### config.mk
export PLATFORM = sky130hd
export DESIGN_NAME = gpio_mmio_bank_flat
export DESIGN_NICKNAME = d
export VERILOG_FILES = /design/src/rtl/gpio_mmio_bank_if.sv /design/src/rtl/gpio_mmio_bank.sv /design/src/flat_wrapper.sv
export SDC_FILE = /design/constraint.sdc
export NUM_CORES = 1
export LEC_CHECK = 0
export ABC_AREA = 0
export BUFFER_PORTS_ARGS = -buffer_cell sky130_fd_sc_hd__clkbuf_2
export CAP_MARGIN = 5
export CORE_AREA = 2 2 132 134
export DETAILED_ROUTE_END_ITERATION = 10
export DIE_AREA = 0 0 134 136
export GPL_TIMING_DRIVEN = 0
export PLACE_DENSITY = 0.76
export SETUP_SLACK_MARGIN = 0.1
export SLEW_MARGIN = 20
export SYNTH_ARGS = -nofsm -noshare
export SYNTH_HDL_FRONTEND = slang
export SYNTH_SLANG_ARGS = --single-unit
export TNS_END_PERCENT = 5
### constraint.sdc
create_clock -name clk -period 1.8 [get_ports clk]
set_input_delay 0.09 -clock clk [delete_from_list [all_inputs] [get_ports clk]]
set_output_delay 0.09 -clock clk [all_outputs]
set_load 0.005 [all_outputs]
### src/rtl/gpio_mmio_bank_if.sv
// gpio_mmio_bank_if
//  CPU data-bus bundle for the GPIO MMIO bank.
//  Signals:
//   en       write strobe, one write per asserted cycle
//   address  bit/word address
//   dataIn   write data; [0]=value, [2:1]=write op
//   dataOut  registered read data (driven by the bank)
//  Modports: master (CPU side), slave (bank side).
interface gpio_mmio_bank_if #(
    parameter int ADDR_W = 8,
    parameter int DATA_W = 24
);
    logic              en;
    logic [ADDR_W-1:0] address;
    logic [DATA_W-1:0] dataIn;
    logic [DATA_W-1:0] dataOut;

    modport master (output en, output address, output dataIn, input dataOut);
    modport slave  (input en, input address, input dataIn, output dataOut);
endinterface

### src/rtl/gpio_mmio_bank.sv
// gpio_mmio_bank
//  Bit-addressed memory-mapped I/O bank: R/W output bits (gpio2), synchronised
//  read-only input bits (gpio1), a switch word, per-input rising-edge sticky
//  flags with an interrupt line, atomic set/clear/toggle writes and a
//  registered read port with one cycle of latency.
//  Optional feature macro: GPIO_MMIO_DEBOUNCE_EN (switch debouncing).
//  Ports:
//   clk       system clock, rising edge
//   rst       synchronous active-high reset
//   bus       slave side of gpio_mmio_bank_if (en, address, dataIn, dataOut)
//   switches  asynchronous board switches
//   gpio1     asynchronous GPIO inputs
//   gpio2     registered GPIO outputs
//   irq       registered interrupt request
//  Address map: outputs 0..N_OUT-1, inputs next N_IN, switch word, N_IN edge
//  flags, then irq enable. Anything above irq enable reads 0, writes ignored.
module gpio_mmio_bank #(
    parameter int ADDR_W  = 8,
    parameter int DATA_W  = 24,
    parameter int N_OUT   = 36,
    parameter int N_IN    = 35,
    parameter int N_SW    = 4,
    parameter int SYNC_ST = 2,
    parameter int DEB_CYC = 16
) (
    input  logic                 clk,
    input  logic                 rst,
    gpio_mmio_bank_if.slave      bus,
    input  logic [N_SW-1:0]      switches,
    input  logic [N_IN-1:0]      gpio1,
    output logic [N_OUT-1:0]     gpio2,
    output logic                 irq
);
    localparam int A_SW_I    = N_OUT + N_IN;
    localparam int A_EDG_I   = A_SW_I + 1;
    localparam int A_IRQEN_I = A_SW_I + N_IN + 1;
    localparam logic [ADDR_W-1:0] A_SW    = ADDR_W'(A_SW_I);
    localparam logic [ADDR_W-1:0] A_IRQEN = ADDR_W'(A_IRQEN_I);

    logic [N_IN-1:0]   in_sync_q [SYNC_ST];
    logic [N_SW-1:0]   sw_sync_q [SYNC_ST];
    logic [N_OUT-1:0]  gpio2_q, gpio2_d;
    logic [N_IN-1:0]   edge_q, edge_d, rise;
    logic              irq_en_q, irq_en_d;
    logic              irq_q, irq_d;
    logic [DATA_W-1:0] rd_q, rd_d;
    logic [N_SW-1:0]   sw_val;
    logic [1:0]        op;
    logic              unused_bits;

    assign op          = bus.dataIn[2:1];
    assign unused_bits = ^bus.dataIn[DATA_W-1:3];

    // A rising edge is seen when the second-to-last stage holds 1 while the
    // last stage still holds 0; the flag then sets together with the
    // synchronised value going high.
    assign rise = in_sync_q[SYNC_ST-2] & ~in_sync_q[SYNC_ST-1];

    genvar gi;
    generate
        for (gi = 0; gi < N_OUT; gi++) begin : g_out
            logic sel;
            assign sel = bus.en && (bus.address == ADDR_W'(gi));
            assign gpio2_d[gi] = !sel            ? gpio2_q[gi]    :
                                 (op == 2'b00)   ? bus.dataIn[0]  :
                                 (op == 2'b01)   ? 1'b1           :
                                 (op == 2'b10)   ? 1'b0           :
                                                   ~gpio2_q[gi];
        end
        // A clear coinciding with a fresh edge leaves the flag set.
        for (gi = 0; gi < N_IN; gi++) begin : g_edge
            logic clr;
            assign clr = bus.en && (bus.address == ADDR_W'(A_EDG_I + gi));
            assign edge_d[gi] = (edge_q[gi] & ~clr) | rise[gi];
        end
    endgenerate

    assign irq_en_d = (bus.en && bus.address == A_IRQEN) ? bus.dataIn[0] : irq_en_q;
    assign irq_d    = irq_en_q & (|edge_q);

`ifdef GPIO_MMIO_DEBOUNCE_EN
    // Each switch keeps a stable value that only follows the synchronised
    // input after it has disagreed for DEB_CYC consecutive cycles.
    localparam int CNT_W = $clog2(DEB_CYC + 1);
    logic [N_SW-1:0]  deb_q, deb_d;
    logic [CNT_W-1:0] cnt_q [N_SW];
    logic [CNT_W-1:0] cnt_d [N_SW];
    generate
        for (gi = 0; gi < N_SW; gi++) begin : g_deb
            logic differ, done;
            assign differ    = sw_sync_q[SYNC_ST-1][gi] ^ deb_q[gi];
            assign done      = differ && (cnt_q[gi] == CNT_W'(DEB_CYC - 1));
            assign deb_d[gi] = done ? sw_sync_q[SYNC_ST-1][gi] : deb_q[gi];
            assign cnt_d[gi] = (differ && !done) ? cnt_q[gi] + 1'b1 : '0;
        end
    endgenerate
    assign sw_val = deb_q;

    always_ff @(posedge clk) begin
        if (rst) begin
            deb_q <= '0;
            for (int i = 0; i < N_SW; i++) cnt_q[i] <= '0;
        end else begin
            deb_q <= deb_d;
            for (int i = 0; i < N_SW; i++) cnt_q[i] <= cnt_d[i];
        end
    end
`else
    assign sw_val = sw_sync_q[SYNC_ST-1];
`endif

    // Read mux sees pre-write state, so a same-cycle write is not reflected.
    always_comb begin
        rd_d = '0;
        for (int i = 0; i < N_OUT; i++)
            if (bus.address == ADDR_W'(i)) rd_d[0] = gpio2_q[i];
        for (int i = 0; i < N_IN; i++)
            if (bus.address == ADDR_W'(N_OUT + i)) rd_d[0] = in_sync_q[SYNC_ST-1][i];
        if (bus.address == A_SW) rd_d[N_SW-1:0] = sw_val;
        for (int i = 0; i < N_IN; i++)
            if (bus.address == ADDR_W'(A_EDG_I + i)) rd_d[0] = edge_q[i];
        if (bus.address == A_IRQEN) rd_d[0] = irq_en_q;
    end

    always_ff @(posedge clk) begin
        if (rst) begin
            for (int i = 0; i < SYNC_ST; i++) begin
                in_sync_q[i] <= '0;
                sw_sync_q[i] <= '0;
            end
            gpio2_q  <= '0;
            edge_q   <= '0;
            irq_en_q <= 1'b0;
            irq_q    <= 1'b0;
            rd_q     <= '0;
        end else begin
            in_sync_q[0] <= gpio1;
            sw_sync_q[0] <= switches;
            for (int i = 1; i < SYNC_ST; i++) begin
                in_sync_q[i] <= in_sync_q[i-1];
                sw_sync_q[i] <= sw_sync_q[i-1];
            end
            gpio2_q  <= gpio2_d;
            edge_q   <= edge_d;
            irq_en_q <= irq_en_d;
            irq_q    <= irq_d;
            rd_q     <= rd_d;
        end
    end

    assign gpio2       = gpio2_q;
    assign irq         = irq_q;
    assign bus.dataOut = rd_q;
endmodule

### src/flat_wrapper.sv
// flat-port wrapper written by rule: the top's interface ports become plain ports
module gpio_mmio_bank_flat 
#(
    parameter int ADDR_W  = 8,
    parameter int DATA_W  = 24,
    parameter int N_OUT   = 36,
    parameter int N_IN    = 35,
    parameter int N_SW    = 4,
    parameter int SYNC_ST = 2,
    parameter int DEB_CYC = 16
)
  (clk, rst, switches, gpio1, gpio2, irq, bus_en, bus_address, bus_dataIn, bus_dataOut);
  gpio_mmio_bank_if #(.ADDR_W(ADDR_W), .DATA_W(DATA_W)) bus_i ();
  input  logic clk;
  input  logic rst;
  input  logic [N_SW-1:0] switches;
  input  logic [N_IN-1:0] gpio1;
  output logic [N_OUT-1:0] gpio2;
  output logic irq;
  input wire logic [$bits(bus_i.en)-1:0] bus_en;
  input wire logic [$bits(bus_i.address)-1:0] bus_address;
  input wire logic [$bits(bus_i.dataIn)-1:0] bus_dataIn;
  output wire logic [$bits(bus_i.dataOut)-1:0] bus_dataOut;
  assign bus_i.en = bus_en;
  assign bus_i.address = bus_address;
  assign bus_i.dataIn = bus_dataIn;
  assign bus_dataOut = bus_i.dataOut;
  gpio_mmio_bank #(.ADDR_W(ADDR_W), .DATA_W(DATA_W), .N_OUT(N_OUT), .N_IN(N_IN), .N_SW(N_SW), .SYNC_ST(SYNC_ST), .DEB_CYC(DEB_CYC)) u_core (.clk(clk), .rst(rst), .bus(bus_i), .switches(switches), .gpio1(gpio1), .gpio2(gpio2), .irq(irq));
endmodule
==> results of run 1 <==
what timing repair did:
item                                    CTS  global route
endpoints found under the hold margin    39             0
pin swaps                                 5             5
hold buffers                             39             0
buffers inserted                          1             1
gates resized for setup                  15            17
endpoints found under the setup margin   21            21
routing by layer:
layer  vias to the layer above  wire length (um)
met1                      3511             11900
met4                         0              1990
met3                       126              3160
met5                         -                 0
met2                       512             13800
li1                       3443                 -
flip-flops by register name, indices dropped and copies added, names as in the netlist:
| register | count |
|---|---|
| u_core.gpio2 | 36 |
| u_core.irq_en_q | 1 |
| u_core.edge_q | 35 |
| u_core.irq | 1 |
| u_core.in_sync_q | 70 |
| u_core.bus.dataOut | 4 |
| u_core.sw_sync_q | 8 |
final timing paths:
kind | endpoint | cells after the start
hold reg to reg | u_core.bus.dataOut[2] | 1
setup reg to reg | u_core.bus.dataOut[0] | 8
hold / removal | u_core.irq_en_q | 3
setup / recovery | u_core.bus.dataOut[0] | 8
worst register-to-register path, cell delays in order, from the launching register on:
cell      delay [ns]
dfxtp_2         0.35
mux2_4          0.27
or3_4           0.34
o21ai_2         0.07
o211ai_1        0.23
a32oi_2         0.33
a211oi_2        0.12
o32ai_2         0.29
a21oi_1         0.10
report_power, final:
group | total [mW] | switching (mW) | leakage (nW) | internal [mW]
clock | 3.55 | 1.52 | 0.274 | 2.03
combinational | 1.02 | 0.615 | 1.99 | 0.406
sequential | 3.67 | 0.0975 | 1.28 | 3.57
layout make-up:
cell class,instances,area [um^2]
buffer,90,518
clock buffer,21,470
clock inverter,10,108
fill,1531,7550
inverter,12,45.0
multi-input combinational,646,3960
sequential,155,3110
tap,225,282
timing repair buffer,126,831
Yosys cell counts, types with 6 or more instances:
| cell type | count | share of area, % |
|---|---|---|
| buf_4 | 26 | 2.6 |
| nor2_1 | 33 | 1.7 |
| nor2b_1 | 89 | 7.5 |
| o21ai_0 | 102 | 6.9 |
| a21oi_1 | 124 | 8.4 |
| nor3b_1 | 7 | 0.71 |
| nor4_1 | 10 | 0.84 |
| inv_1 | 12 | 0.61 |
| clkbuf_1 | 39 | 2.0 |
| nand2b_1 | 44 | 3.7 |
| o2111ai_1 | 6 | 0.71 |
| o22ai_1 | 9 | 0.76 |
| nand3_1 | 37 | 2.5 |
| and2_1 | 8 | 0.67 |
| nor3_1 | 9 | 0.61 |
| mux2i_1 | 9 | 1.2 |
| nand2_1 | 39 | 2.0 |
| buf_6 | 8 | 1.2 |
| buf_2 | 15 | 1.0 |
| dfxtp_1 | 155 | 42 |
through the flow:
step	utilization (%)	power, mW	worst slack [ns]
after global placement	48.7	4.63	-1.11
after detailed placement	48.7	4.63	-1.08
final	55.3	8.23	-0.412
after floorplan	-	4.29	-0.0656
after global routing	55.3	8.49	-0.488
after CTS	54.9	8.20	-0.335
logic make-up (layout without fill, tap and decap cells):
family                 Yosys count  in the layout  share of synthesized area (%)
buffers and inverters          102            259                           7.56
muxes                           15             15                           2.27
DFF                            155            155                           41.8
AOI/OAI and AO/OA              303            303                           24.4
and+or+nand+nor                308            308                           24.0
other                            1             20                         0.0505
==> run summary, run 1 <==
status = complete, but fails checks
failing checks = negative setup slack
clk root buf = clkbuf_16
Critical-path top delay cell = dfxtp_2
MaxCap Viol Count = 0
#FFs+latches synth = 155
placed cells = 1213
final cell count without fillers = 1285
Post-DP Area = 8220 um^2
Synth Area per Inst = 8.41 um^2
reg-to-reg critical path startpoint = u_core.gpio2[4]
vertical die dimension = 136 um
Final period util = 123%
wirelength, routed = 30800 um
core area = 16900 um^2
Clock transition at path regs = 0.07 ns
Worst Clk Skew = 0.00863 ns
Area Growth Syn to Fin = 25.5%
Seq/Total Area, Yosys = 41.8%
cell area after layout = 9330 um^2
clock buffer depth = 2
number of synthesized flops with an enable pin = 0
Cell Area, Synth = 7430 um^2
Final min period = 2.21 ns
async set or reset register ratio after synthesis = 0%
LEAKAGE = 3.54 nW
share of layout cells above drive strength 1 = 20.4%
relative slew slack = 43.1%
Rows = 48
RSZ-0062 raised after global routing = true
Via density = 5.91
total grt overflow = 0
Diodes inserted = 0
Cell Pwr Density = 882 nW/um^2
TNS Setup = -0.412 ns
Crit path max-delay family = compound AO/OA/AOI/OAI gates
WP data required = 2.12 ns
GP Congestion = 1.02
endpoint class of the critical path = register
Nets = 1122
DRC errors left = 0
global-route wire length before repair = 45000 um
crit-path max FO = 4
M1 GR Usage = 41.6%
via count = 7592
WHS = 0.0368 ns
Synth Flop Type = dfxtp_1
synth unique cells = 76
peak supply drop = 0.000660 V
hold path start = bus_dataIn[0]
flop2flop setup slack = -0.41 ns
clock sinks = 155
# setup viols final = 1
Worst Hold Class = in -> reg
port buffer count = 85
CTS Buf Count = 17
arrival time at the worst endpoint = 2.53 ns
Max Freq = 0.452 GHz
met2 GRT Util = 53.5%
worst-skew pair later-pin latency = 0.44 ns
slew of the pin with the lowest slew margin = 0.833 ns
most common cell after layout, fill and taps aside = dfxtp_1
drt wl/cell = 24.0 um
Antenna Violating Nets Remaining = 0
final hold violations = 0
crit path cell chain = mux2_4 -> or3_4 -> o21ai_2 -> o211ai_1 -> a32oi_2 -> a211oi_2 -> o32ai_2 -> a21oi_1
Initial Util = 44.0%
number of global-route vias before repair = 7266
initial drt markers = 875
CP bufs+invs = 0
IO Count = 135
Final Max Tran Viols = 0
GR peak layer = met2
Mapped Cells = 884
Yosys warning count = 0
maximum number of pins on one net before global-route repair = 17
Detailed Place HPWL = 22200 um
TritonCTS clock tree = built
H-tree Lvls = 4
met3 usage = 8.58%
commonest non-fill, non-tap cells in the layout = 149 x dfxtp_1, 124 x a21oi_1, 101 x o21ai_0, 89 x nor2b_1, 88 x clkbuf_2
All-Layer GR Usage = 34.1%
WS Path Type = reg -> reg
startpoint types = register
die area = 18200 um^2
final worst slack = -0.412 ns
Die X = 134 um
Setup crit start = u_core.gpio2[4]
first-pass detailed-route iteration total = 5
initial antenna violation count = 0
Worst path max stage delay = 0.35 ns
Power figures use the tool's default switching activity.
==> run 2: changes to the inputs <==
--- a/config.mk
+++ b/config.mk
@@ -9,10 +9,11 @@
 export BUFFER_PORTS_ARGS = -buffer_cell sky130_fd_sc_hd__clkbuf_2
 export CAP_MARGIN = 5
 export CORE_AREA = 2 2 132 134
+export CTS_CLUSTER_SIZE = 24
 export DETAILED_ROUTE_END_ITERATION = 10
 export DIE_AREA = 0 0 134 136
 export GPL_TIMING_DRIVEN = 0
-export PLACE_DENSITY = 0.76
+export PLACE_DENSITY = 0.69
 export SETUP_SLACK_MARGIN = 0.1
 export SLEW_MARGIN = 20
 export SYNTH_ARGS = -nofsm -noshare
==> run 2 against run 1 <==
  * The run still ends with negative setup slack left
  * Sequential share of layout area down 0.12 points
  * Flip-flop and latch count unchanged
  * Worst hold slack worse by 0.011 ns
  * Utilization up 0.24 points
  * Maximum frequency up 6.8%
  * Critical path depth unchanged
  * Routed wire length up 0.11%
  * Global-route usage down 0.15 points
  * Die area unchanged
  * First-iteration DRC count down 1.4%
  * Critical path type unchanged
  * Largest cell class unchanged
  * Largest power group unchanged
==> run summary, run 2 (same netlist as run 1, synthesis figures left out) <==
clock sinks = 155 (unchanged)
LEAKAGE = 3.56 nW (was 3.54 nW)
WS Path Type = reg -> reg (unchanged)
TNS Setup = -0.272 ns (was -0.412 ns)
relative slew slack = 43.4% (was 43.1%)
final hold violations = 0 (unchanged)
H-tree Lvls = 4 (unchanged)
initial antenna violation count = 0 (unchanged)
final cell count without fillers = 1287 (was 1285)
die area = 18200 um^2 (unchanged)
reg-to-reg critical path startpoint = u_core.gpio2[5] (was u_core.gpio2[4])
max reg flops = 70 (unchanged)
Antenna Violating Nets Remaining = 0 (unchanged)
Critical-path top delay cell = dfxtp_4 (was dfxtp_2)
DRC errors left = 0 (unchanged)
most common cell after layout, fill and taps aside = dfxtp_1 (unchanged)
clk root buf = clkbuf_16 (unchanged)
Detailed Place HPWL = 21900 um (was 22200 um)
Crit path max-delay family = compound AO/OA/AOI/OAI gates (unchanged)
CP bufs+invs = 0 (unchanged)
peak supply drop = 0.000684 V (was 0.000660 V)
crit path cell chain = mux2_2 -> or3_4 -> o21ai_2 -> o211ai_1 -> a32oi_2 -> a211oi_2 -> o32ai_2 -> a21oi_1 (was mux2_4 -> or3_4 -> o21ai_2 -> o211ai_1 -> a32oi_2 -> a211oi_2 -> o32ai_2 -> a21oi_1)
# setup viols final = 1 (unchanged)
vertical die dimension = 136 um (unchanged)
hold path start = bus_dataIn[0] (unchanged)
CTS Buf Count = 17 (unchanged)
wirelength, routed = 30900 um (was 30800 um)
arrival time at the worst endpoint = 2.38 ns (was 2.53 ns)
MaxCap Viol Count = 0 (unchanged)
crit-path max FO = 2 (was 4)
Cell Pwr Density = 864 nW/um^2 (was 882 nW/um^2)
worst-skew pair later-pin latency = 0.43 ns (was 0.44 ns)
core area = 16900 um^2 (unchanged)
TritonCTS clock tree = built (unchanged)
commonest non-fill, non-tap cells in the layout = 149 x dfxtp_1, 123 x a21oi_1, 101 x o21ai_0, 90 x clkbuf_2, 89 x nor2b_1 (was 149 x dfxtp_1, 124 x a21oi_1, 101 x o21ai_0, 89 x nor2b_1, 88 x clkbuf_2)
slew of the pin with the lowest slew margin = 0.849 ns (was 0.833 ns)
RSZ-0062 raised after global routing = true (unchanged)
Nets = 1123 (was 1122)
Final Core Density = 55.5% (was 55.3%)
endpoint class of the critical path = register (unchanged)
Area Growth Syn to Fin = 26.1% (was 25.5%)
startpoint types = register (unchanged)
Max Freq = 0.483 GHz (was 0.452 GHz)
port buffer count = 85 (unchanged)
Largest Register = u_core.in_sync_q (unchanged)
Worst Hold Class = in -> reg (unchanged)
number of global-route vias before repair = 7094 (was 7266)
Die X = 134 um (unchanged)
Final period util = 115% (was 123%)
Final Max Tran Viols = 0 (unchanged)
layout filler cell count = 1573 (was 1531)
area of the multi-input gates = 4020 um^2 (was 3960 um^2)
Worst path max stage delay = 0.35 ns (about the same)
flop2flop setup slack = -0.27 ns (was -0.41 ns)
first-pass detailed-route iteration total = 5 (unchanged)
Rows = 48 (unchanged)
IO Count = 135 (unchanged)
status = complete, but fails checks (unchanged)
drt wl/cell = 24.0 um (about the same)
total grt overflow = 0 (unchanged)
global-route wire length before repair = 44500 um (was 45000 um)
maximum number of pins on one net before global-route repair = 17 (unchanged)
Via density = 5.93 (was 5.91)
Final min period = 2.07 ns (was 2.21 ns)
clock buffer depth = 2 (unchanged)
WP data required = 2.11 ns (was 2.12 ns)
Initial Util = 44.0% (unchanged)
via count = 7637 (was 7592)
All-Layer GR Usage = 33.9% (was 34.1%)
GP Congestion = 1.03 (was 1.02)
Setup crit start = u_core.gpio2[5] (was u_core.gpio2[4])
initial drt markers = 863 (was 875)
Seq. cell area = 3120 um^2 (was 3110 um^2)
Worst Clk Skew = 0.00557 ns (was 0.00863 ns)
WHS = 0.0256 ns (was 0.0368 ns)
share of layout cells above drive strength 1 = 21.2% (was 20.4%)
placed cells = 1213 (unchanged)
failing checks = negative setup slack (unchanged)
Clock transition at path regs = 0.06 ns (was 0.07 ns)
final worst slack = -0.272 ns (was -0.412 ns)
[run 2: where the power goes]
part	internal (mW)	total, mW	leakage [nW]	switching (mW)
Clock	1.94	3.39	0.261	1.45
Combinational	0.413	1.03	2.02	0.621
Sequential	3.57	3.67	1.28	0.0994
[run 2: worst reg2reg max path, delay by kind of cell, from the launching register on]
family           cells  cell delay, ns
flip-flops           1            0.35
AND/OR/NAND/NOR      1            0.34
AO/OA/AOI/OAI        6            1.00
multiplexers         1            0.27
[run 2: final cells by class]
cell class              instances  share of cell area (%)
inverters                      12                   0.481
repair buffers                127                    8.95
flip-flops and latches        155                    33.2
well taps                     225                    3.00
diodes                          1                  0.0267
clock inverters                 9                   0.961
plain buffers                  90                    5.61
multi-input cells             646                    42.9
clock buffers                  22                    4.85
[run 2: final timing paths]
path                                 to  cells after the start
hold reg to reg   u_core.bus.dataOut[3]                      1
setup / recovery  u_core.bus.dataOut[0]                      8
hold / removal          u_core.irq_en_q                      3
setup reg to reg  u_core.bus.dataOut[0]                      8
[run 2: timing repair]
item,CTS,global route
hold buffers,39,0
endpoints found under the hold margin,39,0
endpoints found under the setup margin,28,14
gates cloned,0,0
setup buffers,3,0
pin swaps,8,6
resized for setup,31,22
[run 2: per-layer routing]
metal / vias to the layer above / global-route usage (%) / routed length (um)
li1: 3449 / - / -
met1: 3568 / 42.0 / 12300
met2: 494 / 51.9 / 13500
met3: 126 / 7.01 / 2770
met4: 0 / 25.8 / 2280
met5: - / 0 / 0
[run 2: through the flow]
step	power [mW]	cell area [um^2]	setup WS [ns]
2_1_floorplan	4.29	7500	-0.0656
5_1_grt	8.33	9370	-0.297
3_5_place_dp	4.63	8220	-1.01
4_1_cts	8.05	9310	-0.261
6_report	8.09	9370	-0.272
3_3_place_gp	4.63	8210	-1.03
==> run 3: changes to the inputs <==
--- a/config.mk
+++ b/config.mk
@@ -14,7 +14,7 @@
 export DIE_AREA = 0 0 134 136
 export GPL_TIMING_DRIVEN = 0
 export PLACE_DENSITY = 0.69
-export SETUP_SLACK_MARGIN = 0.1
+export SETUP_SLACK_MARGIN = 0.15
 export SLEW_MARGIN = 20
 export SYNTH_ARGS = -nofsm -noshare
 export SYNTH_HDL_FRONTEND = slang
==> run 3 against run 2 <==
  * The run still ends with negative setup slack left
  * Global-route usage unchanged
  * Combinational power hardly changed
  * Sequential share of layout area hardly changed
  * Cell count stayed put
  * Register-to-register slack about the same
  * Clock skew rose by 0.00053 ns
  * Critical endpoint unchanged
  * Highest routed layer unchanged
==> run summary, run 3 (same netlist as run 1, synthesis figures left out) <==
Worst Clk Skew = 0.00610 ns (was 0.00557 ns)
crit path cell chain = mux2_2 -> or3_4 -> o21ai_2 -> o211ai_1 -> a32oi_2 -> a211oi_2 -> o32ai_2 -> a21oi_1 (unchanged)
clk root buf = clkbuf_16 (unchanged)
most common cell after layout, fill and taps aside = dfxtp_1 (unchanged)
CTS Buf Count = 17 (unchanged)
final worst slack = -0.280 ns (was -0.272 ns)
Nets = 1123 (unchanged)
MaxCap Viol Count = 0 (unchanged)
layout filler cell count = 1575 (was 1573)
relative slew slack = 43.5% (was 43.4%)
via count = 7639 (was 7637)
global-route wire length before repair = 44500 um (unchanged)
Max Freq = 0.481 GHz (was 0.483 GHz)
CP bufs+invs = 0 (unchanged)
Detailed Place HPWL = 21900 um (unchanged)
Initial Util = 44.0% (unchanged)
area of the multi-input gates = 4020 um^2 (about the same)
die area = 18200 um^2 (unchanged)
clock sinks = 155 (unchanged)
Die X = 134 um (unchanged)
Final period util = 116% (was 115%)
Cell Pwr Density = 863 nW/um^2 (was 864 nW/um^2)
Final Core Density = 55.5% (about the same)
peak supply drop = 0.000683 V (was 0.000684 V)
Antenna Violating Nets Remaining = 0 (unchanged)
initial antenna violation count = 0 (unchanged)
Via density = 5.94 (was 5.93)
LEAKAGE = 3.56 nW (about the same)
Pwr Total = 8.09 mW (about the same)
Crit path max-delay family = compound AO/OA/AOI/OAI gates (unchanged)
failing checks = negative setup slack (unchanged)
status = complete, but fails checks (unchanged)
WS Path Type = reg -> reg (unchanged)
Area Growth Syn to Fin = 26.1% (about the same)
Final Max Tran Viols = 0 (unchanged)
maximum number of pins on one net before global-route repair = 17 (unchanged)
arrival time at the worst endpoint = 2.39 ns (was 2.38 ns)
commonest non-fill, non-tap cells in the layout = 149 x dfxtp_1, 123 x a21oi_1, 101 x o21ai_0, 90 x clkbuf_2, 89 x nor2b_1 (unchanged)
Worst Hold Class = in -> reg (unchanged)
startpoint types = register (unchanged)
TNS Setup = -0.280 ns (was -0.272 ns)
TritonCTS clock tree = built (unchanged)
Worst path max stage delay = 0.35 ns (about the same)
crit-path max FO = 2 (unchanged)
IO Count = 135 (unchanged)
port buffer count = 85 (unchanged)
number of global-route vias before repair = 7094 (unchanged)
All-Layer GR Usage = 33.9% (unchanged)
worst-skew pair later-pin latency = 0.43 ns (about the same)
share of layout cells above drive strength 1 = 21.3% (was 21.2%)
initial drt markers = 865 (was 863)
endpoint class of the critical path = register (unchanged)
total grt overflow = 0 (unchanged)
slew of the pin with the lowest slew margin = 0.848 ns (was 0.849 ns)
# setup viols final = 1 (unchanged)
Final min period = 2.08 ns (was 2.07 ns)
drt wl/cell = 24.0 um (about the same)
final hold violations = 0 (unchanged)
WP data required = 2.11 ns (about the same)
first-pass detailed-route iteration total = 8 (was 5)
clock buffer depth = 2 (unchanged)
WHS = 0.0313 ns (was 0.0256 ns)
wirelength, routed = 30800 um (was 30900 um)
core area = 16900 um^2 (unchanged)
Seq. cell area = 3120 um^2 (unchanged)
Critical-path top delay cell = dfxtp_4 (unchanged)
Largest Register = u_core.in_sync_q (unchanged)
vertical die dimension = 136 um (unchanged)
DRC errors left = 0 (unchanged)
RSZ-0062 raised after global routing = true (unchanged)
GP Congestion = 1.03 (unchanged)
max reg flops = 70 (unchanged)
Rows = 48 (unchanged)
Clock transition at path regs = 0.06 ns (about the same)
H-tree Lvls = 4 (unchanged)
## run 3: worst paths after layout
path | endpoint | cells after the start | from | slack [ns]
setup / recovery | u_core.bus.dataOut[0] | 8 | u_core.gpio2[5] | -0.28
hold / removal | u_core.irq_en_q | 3 | bus_dataIn[0] | 0.03
setup reg to reg | u_core.bus.dataOut[0] | 8 | u_core.gpio2[5] | -0.28
hold reg to reg | u_core.bus.dataOut[3] | 1 | u_core.sw_sync_q[0][7] | 0.43
## run 3: stage by stage
step	area [um^2]	setup slack, ns	instances
2_1_floorplan	7500	-0.0656	903
3_3_place_gp	8210	-1.03	1213
3_5_place_dp	8220	-1.01	1213
4_1_cts	9310	-0.261	1286
5_1_grt	9370	-0.297	1286
6_report	9370	-0.280	1287
## run 3: area by class of cell
cell class	count	share of cell area, %
inverters	12	0.481
well taps	225	3.00
diodes	1	0.0267
plain buffers	90	5.61
repair buffers	127	8.94
clock inverters	9	0.961
multi-input cells	646	42.9
clock buffers	22	4.85
flip-flops and latches	155	33.2
## run 3: where the power goes
part / internal (mW) / leakage [nW] / total (mW) / switching (mW)
registers: 3.57 / 1.28 / 3.67 / 0.0991
clock network: 1.94 / 0.261 / 3.38 / 1.45
logic: 0.413 / 2.02 / 1.03 / 0.622
total: 5.92 / 3.56 / 8.09 / 2.17
## run 3: timing repair
| item | CTS | global route |
|---|---|---|
| hold buffers | 39 | 0 |
| setup endpoints to repair | 28 | 23 |
| pin swaps | 8 | 6 |
| endpoints found under the hold margin | 39 | 0 |
| resized for setup | 31 | 23 |
| gates cloned | 0 | 0 |
| setup buffers | 3 | 0 |
## run 3: tightest hold or removal path, cell delays in order
cell and delay [ns]:
clkbuf_2 0.11, nand4_1 0.12, a21oi_1 0.08
## run 3: layer usage
| layer | share of wire (%) | global-route usage (%) | up-vias | routed length, um |
|---|---|---|---|---|
| li1 | - | - | 3447 | - |
| met3 | 8.6 | 7.01 | 131 | 2650 |
| met2 | 44 | 51.9 | 491 | 13500 |
| met5 | 0 | 0 | - | 0 |
| met4 | 7.5 | 25.8 | 0 | 2300 |
| met1 | 40 | 42.0 | 3570 | 12400 |
